### src/rtl/down_counter.sv
// ============================================================================
// Module      : down_counter
// Description : Loadable down-counter with expiry tick, one-shot or periodic
//               auto-reload operation.
// Revision    : 1.0 - initial release
// ============================================================================
`default_nettype none

module down_counter #(
    parameter int MAX_COUNTER_VALUE = 160,
    parameter int AUTO_RELOAD       = 0,
    localparam int W                = $clog2(MAX_COUNTER_VALUE + 1)
) (
    input  logic         clock_i,
    input  logic         reset_i,
    input  logic         load_i,
    input  logic [W-1:0] load_value_i,
    input  logic         enable_i,
    output logic [W-1:0] counter_val_o,
    output logic         busy_o,
    output logic         finished_o,
    output logic         tick_o
);

    typedef enum logic [1:0] {
        S_IDLE = 2'd0,
        S_RUN  = 2'd1,
        S_DONE = 2'd2
    } state_t;

    localparam logic [W:0]   c_max_ext = (W+1)'(MAX_COUNTER_VALUE);
    localparam logic [W-1:0] c_one     = W'(1);
    localparam logic [W-1:0] c_zero    = '0;

    state_t       r_state;
    state_t       w_state_nxt;
    logic [W-1:0] r_cnt;
    logic [W-1:0] w_cnt_nxt;
    logic [W-1:0] r_reload;
    logic [W-1:0] w_reload_nxt;
    logic         r_tick;
    logic         w_tick_nxt;
    logic [W:0]   w_load_ext;
    logic [W-1:0] w_load_sat;

    // One extra bit on the compare so no input value can alias below the limit.
    assign w_load_ext = {1'b0, load_value_i};
    assign w_load_sat = (w_load_ext > c_max_ext) ? c_max_ext[W-1:0] : load_value_i;

    always_ff @(posedge clock_i or negedge reset_i) begin
        if (!reset_i) begin
            r_state  <= S_IDLE;
            r_cnt    <= '0;
            r_reload <= '0;
            r_tick   <= 1'b0;
        end else begin
            r_state  <= w_state_nxt;
            r_cnt    <= w_cnt_nxt;
            r_reload <= w_reload_nxt;
            r_tick   <= w_tick_nxt;
        end
    end

    always_comb begin
        w_state_nxt  = r_state;
        w_cnt_nxt    = r_cnt;
        w_reload_nxt = r_reload;
        w_tick_nxt   = 1'b0;
        if (load_i) begin
            // A load pre-empts any expiry happening in the same cycle.
            w_cnt_nxt    = w_load_sat;
            w_reload_nxt = w_load_sat;
            if (w_load_sat == c_zero) begin
                w_state_nxt = S_DONE;
                w_tick_nxt  = 1'b1;
            end else begin
                w_state_nxt = S_RUN;
            end
        end else begin
            case (r_state)
                S_RUN: begin
                    if (enable_i) begin
                        if (r_cnt > c_one) begin
                            w_cnt_nxt = r_cnt - c_one;
                        end else begin
                            w_tick_nxt = 1'b1;
                            if (AUTO_RELOAD != 0) begin
                                w_cnt_nxt = r_reload;
                            end else begin
                                w_cnt_nxt   = c_zero;
                                w_state_nxt = S_DONE;
                            end
                        end
                    end
                end
                S_DONE: w_cnt_nxt = c_zero;
                default: w_state_nxt = r_state;
            endcase
        end
    end

    assign counter_val_o = r_cnt;
    assign busy_o        = (r_state == S_RUN);
    assign finished_o    = (r_state == S_DONE);
    assign tick_o        = r_tick;

endmodule

`default_nettype wire

### config.mk
export PLATFORM = sky130hd
export DESIGN_NAME = down_counter
export DESIGN_NICKNAME = d
export VERILOG_FILES = /design/src/rtl/down_counter.sv
export SDC_FILE = /design/constraint.sdc
export NUM_CORES = 1
export LEC_CHECK = 0
export ABC_AREA = 1
export CORE_MARGIN = 3
export CORE_UTILIZATION = 40
export CTS_CLUSTER_SIZE = 30
export DETAILED_ROUTE_END_ITERATION = 7
export DONT_BUFFER_PORTS = 1
export PLACE_DENSITY = 0.66
export SLEW_MARGIN = 25
export SYNTH_ARGS = -nofsm -noshare
export SYNTH_HDL_FRONTEND = slang
export SYNTH_SLANG_ARGS = --single-unit
### constraint.sdc
create_clock -name clock_i -period 1.8 [get_ports clock_i]
set_input_delay 0.18 -clock clock_i [delete_from_list [all_inputs] [get_ports clock_i]]
set_output_delay 0.18 -clock clock_i [all_outputs]
set_load 0.05 [all_outputs]
# Word-level counts from Yosys, hierarchy flattened
# Cells that the tools add are included.
dict set report word_totals {
  output_inout_bits 11
  input_bits 12
  ff_bits 11
  word_cells 31
}
dict set report op_classes {
  n_mux 15
  n_reduce_logical 6
  order_cmp 2
  n_addsub 1
  n_eq_ne 4
}
# op n
set op_table {}
lappend op_table {{$mux 8} 4}
lappend op_table {{$pmux 8 s2} 1}
lappend op_table {{$mux 2} 5}
lappend op_table {{$gt 8x1->1 const B} 1}
lappend op_table {{$gt 8x8->1 const B} 1}
lappend op_table {{$logic_not 8->1} 1}
lappend op_table {{$sub 8x1->8 const B} 1}
lappend op_table {{$mux 1} 5}
lappend op_table {{$reduce_bool 2->1} 2}
lappend op_table {{$ne 3x3->1 const B} 1}
lappend op_table {{$reduce_and 3->1} 1}
lappend op_table {{$reduce_bool 3->1} 1}
lappend op_table {{$eq 2x1->1 const B} 1}
lappend op_table {{$eq 2x2->1 const B} 1}
lappend op_table {{$ne 2x2->1 const B} 1}
lappend op_table {{$reduce_and 2->1} 1}

# Longest topological paths before layout
# Gate-level depths: netlist (run 1).
dict set report logic_depth {
  ltp_word 5
  depth_mapped 9
  mapped_depth_nobuf 9
}

# Worst setup path before layout (run 1)
# OpenSTA, ideal clock, no wires.
dict set report synth_timing {
  kind {reg-to-reg}
  from {register r_cnt[0] (netlist: counter_val_o[0])}
  to {register r_cnt[2] (netlist: counter_val_o[2])}
  path_stages_with_launch 10
  path_slack_ps 1
  path_buffers 0
  setup_time_ps 66
  required_ps 1734
  synth_period_minus_slack_ps 1799
  arrival_time_ps 1733
  cell_sequence {dfrtp_1 -> inv_1 -> ha_1 -> o21ai_2 -> nor2_4 -> nor2_4 -> nand3_1 -> nand2_1 -> nand2_1 -> nand2_1}
}
dict set report synth_between {
  elab_chain_cells 5
  elab_cells_between_ends 6
  classes_between {add/sub (1); order compare (1); mux (4)}
}
# item line_no
set synth_rtl {}
lappend synth_rtl {{start, declared} 37} ;# logic [W-1:0] r_cnt;
lappend synth_rtl {{start signal, assigned} 58} ;# r_cnt <= w_cnt_nxt;
lappend synth_rtl {{$sub 8x1->8 / $gt 8x1->1 (equally long branches)} {84, 83}}
lappend synth_rtl {{$mux 8 (*)} 83} ;# if (r_cnt > c_one) begin
lappend synth_rtl {{$mux 8 (*)} 82} ;# if (enable_i) begin
lappend synth_rtl {{$pmux 8 s2 (*)} 80} ;# case (r_state)
lappend synth_rtl {{$mux 8 (*)} 69} ;# if (load_i) begin
# Mark *: on every way between the ends. The rest lies on a longest branch, timed or not. The select of a mux whose other input is x is not followed.
# A chain may end at the register's enable or synchronous reset.

# Worst setup path in the final report (run 1)
dict set report layout_timing {
  from {register r_cnt[0] (netlist: counter_val_o[0])}
  to {register r_cnt[0] (netlist: counter_val_o[0])}
}
# The elaborated chain is that of the path after synthesis.

==> flow_summary_export.csv, run 1 <==
group,metric,value,unit
sta,relSlewSlack,62.9,%
yosys,synth_fp_nets,138,
yosys,synth_ff_type,"dfrtp_1",
hold_path,min-delay-start,"load_i",
sta,finalCriticalPeriod,1.58,ns
yosys,synth_top_area_share,31.3,%
global_routing,grt_max_degree,12,
global_routing,grt.overflow.total,0,
finish,fin_nets,153,
clock_network,path_clk_slew,0.08,ns
route,wl,2.09,mm
setup_path,arrival,1.81,ns
floorplan,io_pins,23,
yosys,ys_warn_count,0,
clock_network,ctsResizeCount,0,
route,first_pass_iters,5,
global_routing,grt_pass1_wl,3.59,mm
yosys,synth_common_cells,"26 x nand2_1, 16 x nor2_1, 15 x inv_1",
yosys,synth.area.top_cells,"dfrtp_1 31%, nand2_1 11%, nand3_1 7.4%",
yosys,ys_seq_elements,11,
placed_design,dpl.hpwl,1.63,mm
setup_path,crit_fanout,9,
setup_path,cp-start-kind,"register",
run_status,status,"completed",
global_routing,grt_usage,17.8,%
floorplan,fp.coreArea,2020,um2
hold_path,whs_endpoint,"counter_val_o[1]$_DFFE_PN0P_",
clock_network,clk_path_buf_depth,2,
finish,layout-drive-gt1-share,26.1,%
yosys,synth_async_sr_flop_share,100,%
finish,postLayoutCoreUtil,50.1,%
setup_path,timing.setup.critical_path_class,"reg -> reg",
clock_network,htree_levels,1,
power,powerDensity,1400,nW/um2
finish,n_fill_cell,209,
setup_path,max_stage_delay,0.40,ns
sta,fmaxAchievable,631,MHz
route,vias_per_cell,5.21,
sta,worst-slew-pin-transition,0.555,ns
hold_path,hold_depth,3,
hold_path,hold_class,"in -> reg",
sta,slew_viol_final,0,
setup_path,path_cells,"inv_1 -> ha_1 -> o21ai_2 -> nor2_4 -> nor2_4 -> nand3_1 -> nand2_1 -> nand2_1 -> nand2_1",
sta,finalSetupViolCount,0,
floorplan,rows,16,
setup_path,r2r-start,"counter_val_o[0]$_DFFE_PN0P_",
yosys,syn_inst,124,
sta,finalCritPeriodShare,88.0,%
global_routing,antenna_found_initial,0,
placed_design,port_buffers,0,
clock_network,clock_sinks,11,
floorplan,fp.dieH,52.9,um
clock_network,cts_tree,"yes",
clock_network,cts_buffers,3,
placed_design,gp_routability_congestion,0.837,
route,drc,0,
yosys,netlist_area,878,um2
sta,rsz0062_at_grt,"false",
yosys,yosys.cell_types.count,22,
sta,finalSetupTns,0,ns
route,vias,860,
yosys,synth-edff-count,0,
setup_path,reg2reg_slack,0.22,ns
route,wl_per_cell,12.6,um
yosys,syn_area_per_cell,7.08,um2
sta,finalHoldViolCount,0,
route,ant_nets,0,
global_routing,grt_pass1_vias,851,
setup_path,crit_required,2.03,ns
finish,diodes,0,
yosys,yosysMostFrequentCell,"nand2_1",
route,drt_iter0_drc,20,
setup_path,setup.worst_path.end_class,"register",
setup_path,cp_slowest_cell,"dfrtp_1",
yosys,yosys.area.top_type,"dfrtp_1",
setup_path,reg2reg_to,"counter_val_o[0]$_DFFE_PN0P_",
power,power_leakage,0.517,nW
floorplan,fp.dieW,52.9,um
yosys,synth-seq-area-share,31.3,%
power,irDropWorstVdd,809,uV
clock_network,clkLatencyLatePin,0.28,ns
floorplan,die_area,2790,um2
setup_path,critPathLaunch,"counter_val_o[0]$_DFFE_PN0P_",
floorplan,start_util,43.4,%
run,cap_violations,0,
setup_path,cp_common_cell,"nand2_1",
clock_network,clockRootBuffer,"clkbuf_4",
setup_path,worstRegToRegCells,9,
finish,area_growth,15.4,%
sta,final.setup_skew,0.00949,ns
==> kinds of logic (layout without fill, tap and decap cells) <==
family,count (synthesis),in the layout,synth area share [%]
buf+inv,21,35,10.1
flops,11,11,31.3
simple gates,69,69,37.7
fa+ha+maj,2,2,2.85
xor+xnor,4,4,3.99
compound gates,17,17,14.0
==> per-layer routing <==
| metal | track usage [%] | up-vias | wire, um |
|---|---|---|---|
| met2 | 27.7 | 30 | 982 |
| li1 | - | 428 | - |
| met5 | 0 | - | 0 |
| met1 | 21.8 | 397 | 912 |
| met3 | 5.63 | 5 | 146 |
| met4 | 8.94 | 0 | 46 |
==> worst max path at each step <==
stage	slack [ns]	end	depth (start not counted)
finish	0.22	counter_val_o[0]$_DFFE_PN0P_	9
global route	0.0008	counter_val_o[3]$_DFFE_PN0P_	9
CTS	0.21	counter_val_o[3]$_DFFE_PN0P_	9
detailed placement	0.23	counter_val_o[0]$_DFFE_PN0P_	9
global placement	0.27	counter_val_o[0]$_DFFE_PN0P_	9
floorplan	0.0006	counter_val_o[2]$_DFFE_PN0P_	9
==> power by group <==
group          internal [mW]  switching (mW)
Combinational          0.265           0.574
Sequential             0.317          0.0927
Clock                 0.0825          0.0909
Total                  0.664           0.757
==> repair_timing <==
item	4_1_cts	5_1_grt
hold endpoints to repair	11	0
hold buffers	1	0
buffers inserted	0	0
endpoints found under the setup margin	0	0
==> worst max-delay path: cells and delay by family (launching register included) <==
family / cells / cell delay [ns]
compound gates: 1 / 0.20
fa+ha+maj: 1 / 0.27
buf+inv: 1 / 0.10
flops: 1 / 0.40
simple gates: 6 / 0.56
==> state kept, by name, indices dropped and copies added (netlist names) <==
register	count
counter_val_o	8
r_state	2
tick_o	1
==> area by class of cell <==
type	instances	area, um2	share of cell area, %
Inverter	20	77.6	7.65
Clock inverter	1	5.00	0.494
Tap cell	27	33.8	3.33
Sequential cell	11	275	27.2
Timing Repair Buffer	11	85.1	8.40
Multi-Input combinational cell	92	514	50.7
Clock buffer	3	22.5	2.22
==> metrics by stage <==
| step | power [mW] | worst slack [ns] | cells | area, um2 | hold slack, ns |
|---|---|---|---|---|---|
| 6_report | 1.42 | 0.216 | 165 | 1010 | 0.108 |
| 3_5_place_dp | 1.24 | 0.234 | 160 | 976 | -0.115 |
| 4_1_cts | 1.43 | 0.210 | 165 | 1010 | 0.106 |
| 2_1_floorplan | 1.04 | 0.000620 | 124 | 878 | -0.116 |
| 5_1_grt | 1.52 | 0.000815 | 165 | 1010 | 0.121 |
| 3_3_place_gp | 1.23 | 0.270 | 160 | 976 | -0.115 |
==> cell usage in the layout (no fill, tap or decap) <==
master,count
a21oi_1,4
a21oi_2,2
a21oi_4,1
a22oi_2,1
buf_4,10
clkbuf_4,3
clkinv_2,1
dfrtp_1,11
dlygate4sd3_1,1
ha_1,2
inv_1,15
inv_2,4
inv_4,1
nand2_1,26
nand2_2,2
nand3_1,13
nand3_4,1
nand4_1,4
nor2_1,16
nor2_2,5
nor2_4,2
o21ai_0,6
o21ai_2,3
xnor2_1,1
xor2_1,3
No activity file was read; power rests on OpenSTA's default activity.
==> inputs of run 2 (changes only) <==
--- a/config.mk
+++ b/config.mk
@@ -6,12 +6,15 @@
 export NUM_CORES = 1
 export LEC_CHECK = 0
 export ABC_AREA = 1
+export CELL_PAD_IN_SITES_DETAIL_PLACEMENT = 0
+export CELL_PAD_IN_SITES_GLOBAL_PLACEMENT = 2
+export CORE_ASPECT_RATIO = 1.75
 export CORE_MARGIN = 3
-export CORE_UTILIZATION = 40
+export CORE_UTILIZATION = 33
 export CTS_CLUSTER_SIZE = 30
 export DETAILED_ROUTE_END_ITERATION = 7
 export DONT_BUFFER_PORTS = 1
-export PLACE_DENSITY = 0.66
+export PLACE_DENSITY = 0.88
 export SLEW_MARGIN = 25
 export SYNTH_ARGS = -nofsm -noshare
 export SYNTH_HDL_FRONTEND = slang
==> flow_summary_export.csv, run 2 (synthesized netlist as in run 1, its figures left out) <==
group,metric,value,unit
clock_network,clockRootBuffer,"clkbuf_8",
sta,worst_hold_slack,0.141,ns
finish,final_cell_mix,"26 x nand2_1, 16 x nor2_1, 15 x inv_1",
setup_path,r2r-start,"counter_val_o[0]$_DFFE_PN0P_",
setup_path,timing.setup.critical_path_class,"reg -> reg",
finish,final_cell_area,1050,um2
route,wl_met1,862,um
finish,largest_reg_flops,8,
route,drc,0,
finish,layout-drive-gt1-share,26.6,%
route,highest_layer,"met4",
clock_network,clk_path_buf_depth,2,
placed_design,port_buffers,0,
route,vias_per_cell,5.00,
setup_path,cp-start-kind,"register",
setup_path,reg2reg_slack,0.14,ns
sta,rsz0062_at_grt,"false",
global_routing,grt_max_degree,12,
sta,finalCriticalPeriod,1.66,ns
global_routing,grt_usage,14.4,%
sta,finalHoldViolCount,0,
hold_path,min-delay-start,"load_i",
power,netSwitchingFraction,50.5,%
finish,fin_nets,154,
floorplan,io_pins,23,
floorplan,rows,24,
setup_path,crit_required,1.94,ns
run_status,status,"completed",
placed_design,placed_cell_area,975,um2
setup_path,crit_fanout,7,
power,p_int,743,uW
sta,worst-slew-pin-transition,0.537,ns
power,share_comb_of_total_power,55.4,%
power,power_leakage,0.535,nW
floorplan,fp.dieH,74.3,um
route,vias,825,
sta,finalSetupTns,0,ns
global_routing,antenna_found_initial,0,
global_routing,grt_pass1_wl,3.59,mm
clock_network,clkLatencyLatePin,0.24,ns
clock_network,cts_buffers,3,
floorplan,start_util,34.8,%
placed_design,gp_routability_congestion,0.828,
power,power_frac_seq,27.6,%
route,ant_nets,0,
setup_path,setup.worst_path.end_class,"register",
route,wl_met3,96,um
route,wl,2.06,mm
power,irDropWorstVdd,416,uV
clock_network,clock_sinks,11,
route,drt_iter0_drc,9,
global_routing,grt.overflow.total,0,
floorplan,fp.dieW,45,um
power,pwr-share-clk,17.0,%
setup_path,arrival,1.80,ns
route,first_pass_iters,4,
floorplan,die_area,3340,um2
sta,finalSetupViolCount,0,
finish,diodes,0,
sta,finalCritPeriodShare,92.4,%
sta,slew_viol_final,0,
placed_design,dpl.hpwl,1.65,mm
global_routing,grt_pass1_vias,854,
power,powerDensity,1430,nW/um2
clock_network,path_clk_slew,0.05,ns
sta,final.setup_skew,0.00220,ns
floorplan,fp.coreArea,2520,um2
power,power.switching,759,uW
finish,mostFrequentLayoutCell,"nand2_1",
clock_network,cts_tree,"yes",
sta,fmaxAchievable,602,MHz
finish,area_growth,19.7,%
setup_path,critPathLaunch,"counter_val_o[0]$_DFFE_PN0P_",
route,wl_met2,1.03,mm
clock_network,htree_levels,1,
sta,relSlewSlack,64.1,%
route,wl_per_cell,12.5,um
hold_path,hold_class,"in -> reg",
run,cap_violations,0,
[run 2: power by group through the flow]
stage	Clock, mW	Sequential [mW]	Combinational, mW
after floorplan	0	0.625	0.415
final	0.255	0.415	0.832
after CTS	0.263	0.415	0.828
after detailed placement	0	0.419	0.819
after global routing	0.273	0.427	0.916
after global placement	0	0.416	0.822
[run 2: final timing paths]
check,end,depth (start not counted)
worst min register to register,counter_val_o[0]$_DFFE_PN0P_,2
worst max-delay path,r_state[1]$_DFFE_PN0P_,9
min in group asynchronous,tick_o$_DFF_PN0_,1
worst min-delay path,counter_val_o[6]$_DFFE_PN0P_,2
max in group asynchronous,counter_val_o[2]$_DFFE_PN0P_,1
worst max register to register,r_state[1]$_DFFE_PN0P_,9
[run 2: per-stage QoR]
stage          total power, mW  std cells  setup slack, ns  util (%)
2_1_floorplan             1.04        124         0.000620         -
3_3_place_gp              1.24        159            0.279      38.6
3_5_place_dp              1.24        159            0.190      38.6
4_1_cts                   1.51        164            0.171      40.9
5_1_grt                   1.62        165          0.00812      41.7
6_report                  1.50        165            0.138      41.7
[run 2: cell type report]
cell class,instances,area (um2)
Fill cell,293,1470
Clock inverter,1,5.00
Tap cell,26,32.5
Clock buffer,3,41.3
Sequential cell,11,275
Multi-Input combinational cell,92,514
Timing Repair Buffer,12,105
Inverter,20,77.6
[run 2: what timing repair did]
| item | 4_1_cts | 5_1_grt |
|---|---|---|
| resized for setup | 0 | 0 |
| hold endpoints to repair | 11 | 0 |
| hold buffers | 1 | 0 |
| setup endpoints to repair | 0 | 1 |
| setup buffers | 0 | 1 |
[run 2: layer usage]
metal  global-route usage, %  up-vias
met2                    23.8       25
met5                       0        -
met3                    1.94        7
met1                    17.4      367
li1                        -      426
met4                    7.82        0
[run 2: worst max-delay path, stage by stage, from the launching register on]
cell and delay [ns]:
dfrtp_1 0.39, inv_1 0.10, ha_1 0.28, o21ai_2 0.21
nor2_4 0.05, nor2_4 0.20, buf_12 0.14, a21oi_4 0.04
nand2_2 0.09, o21ai_2 0.05
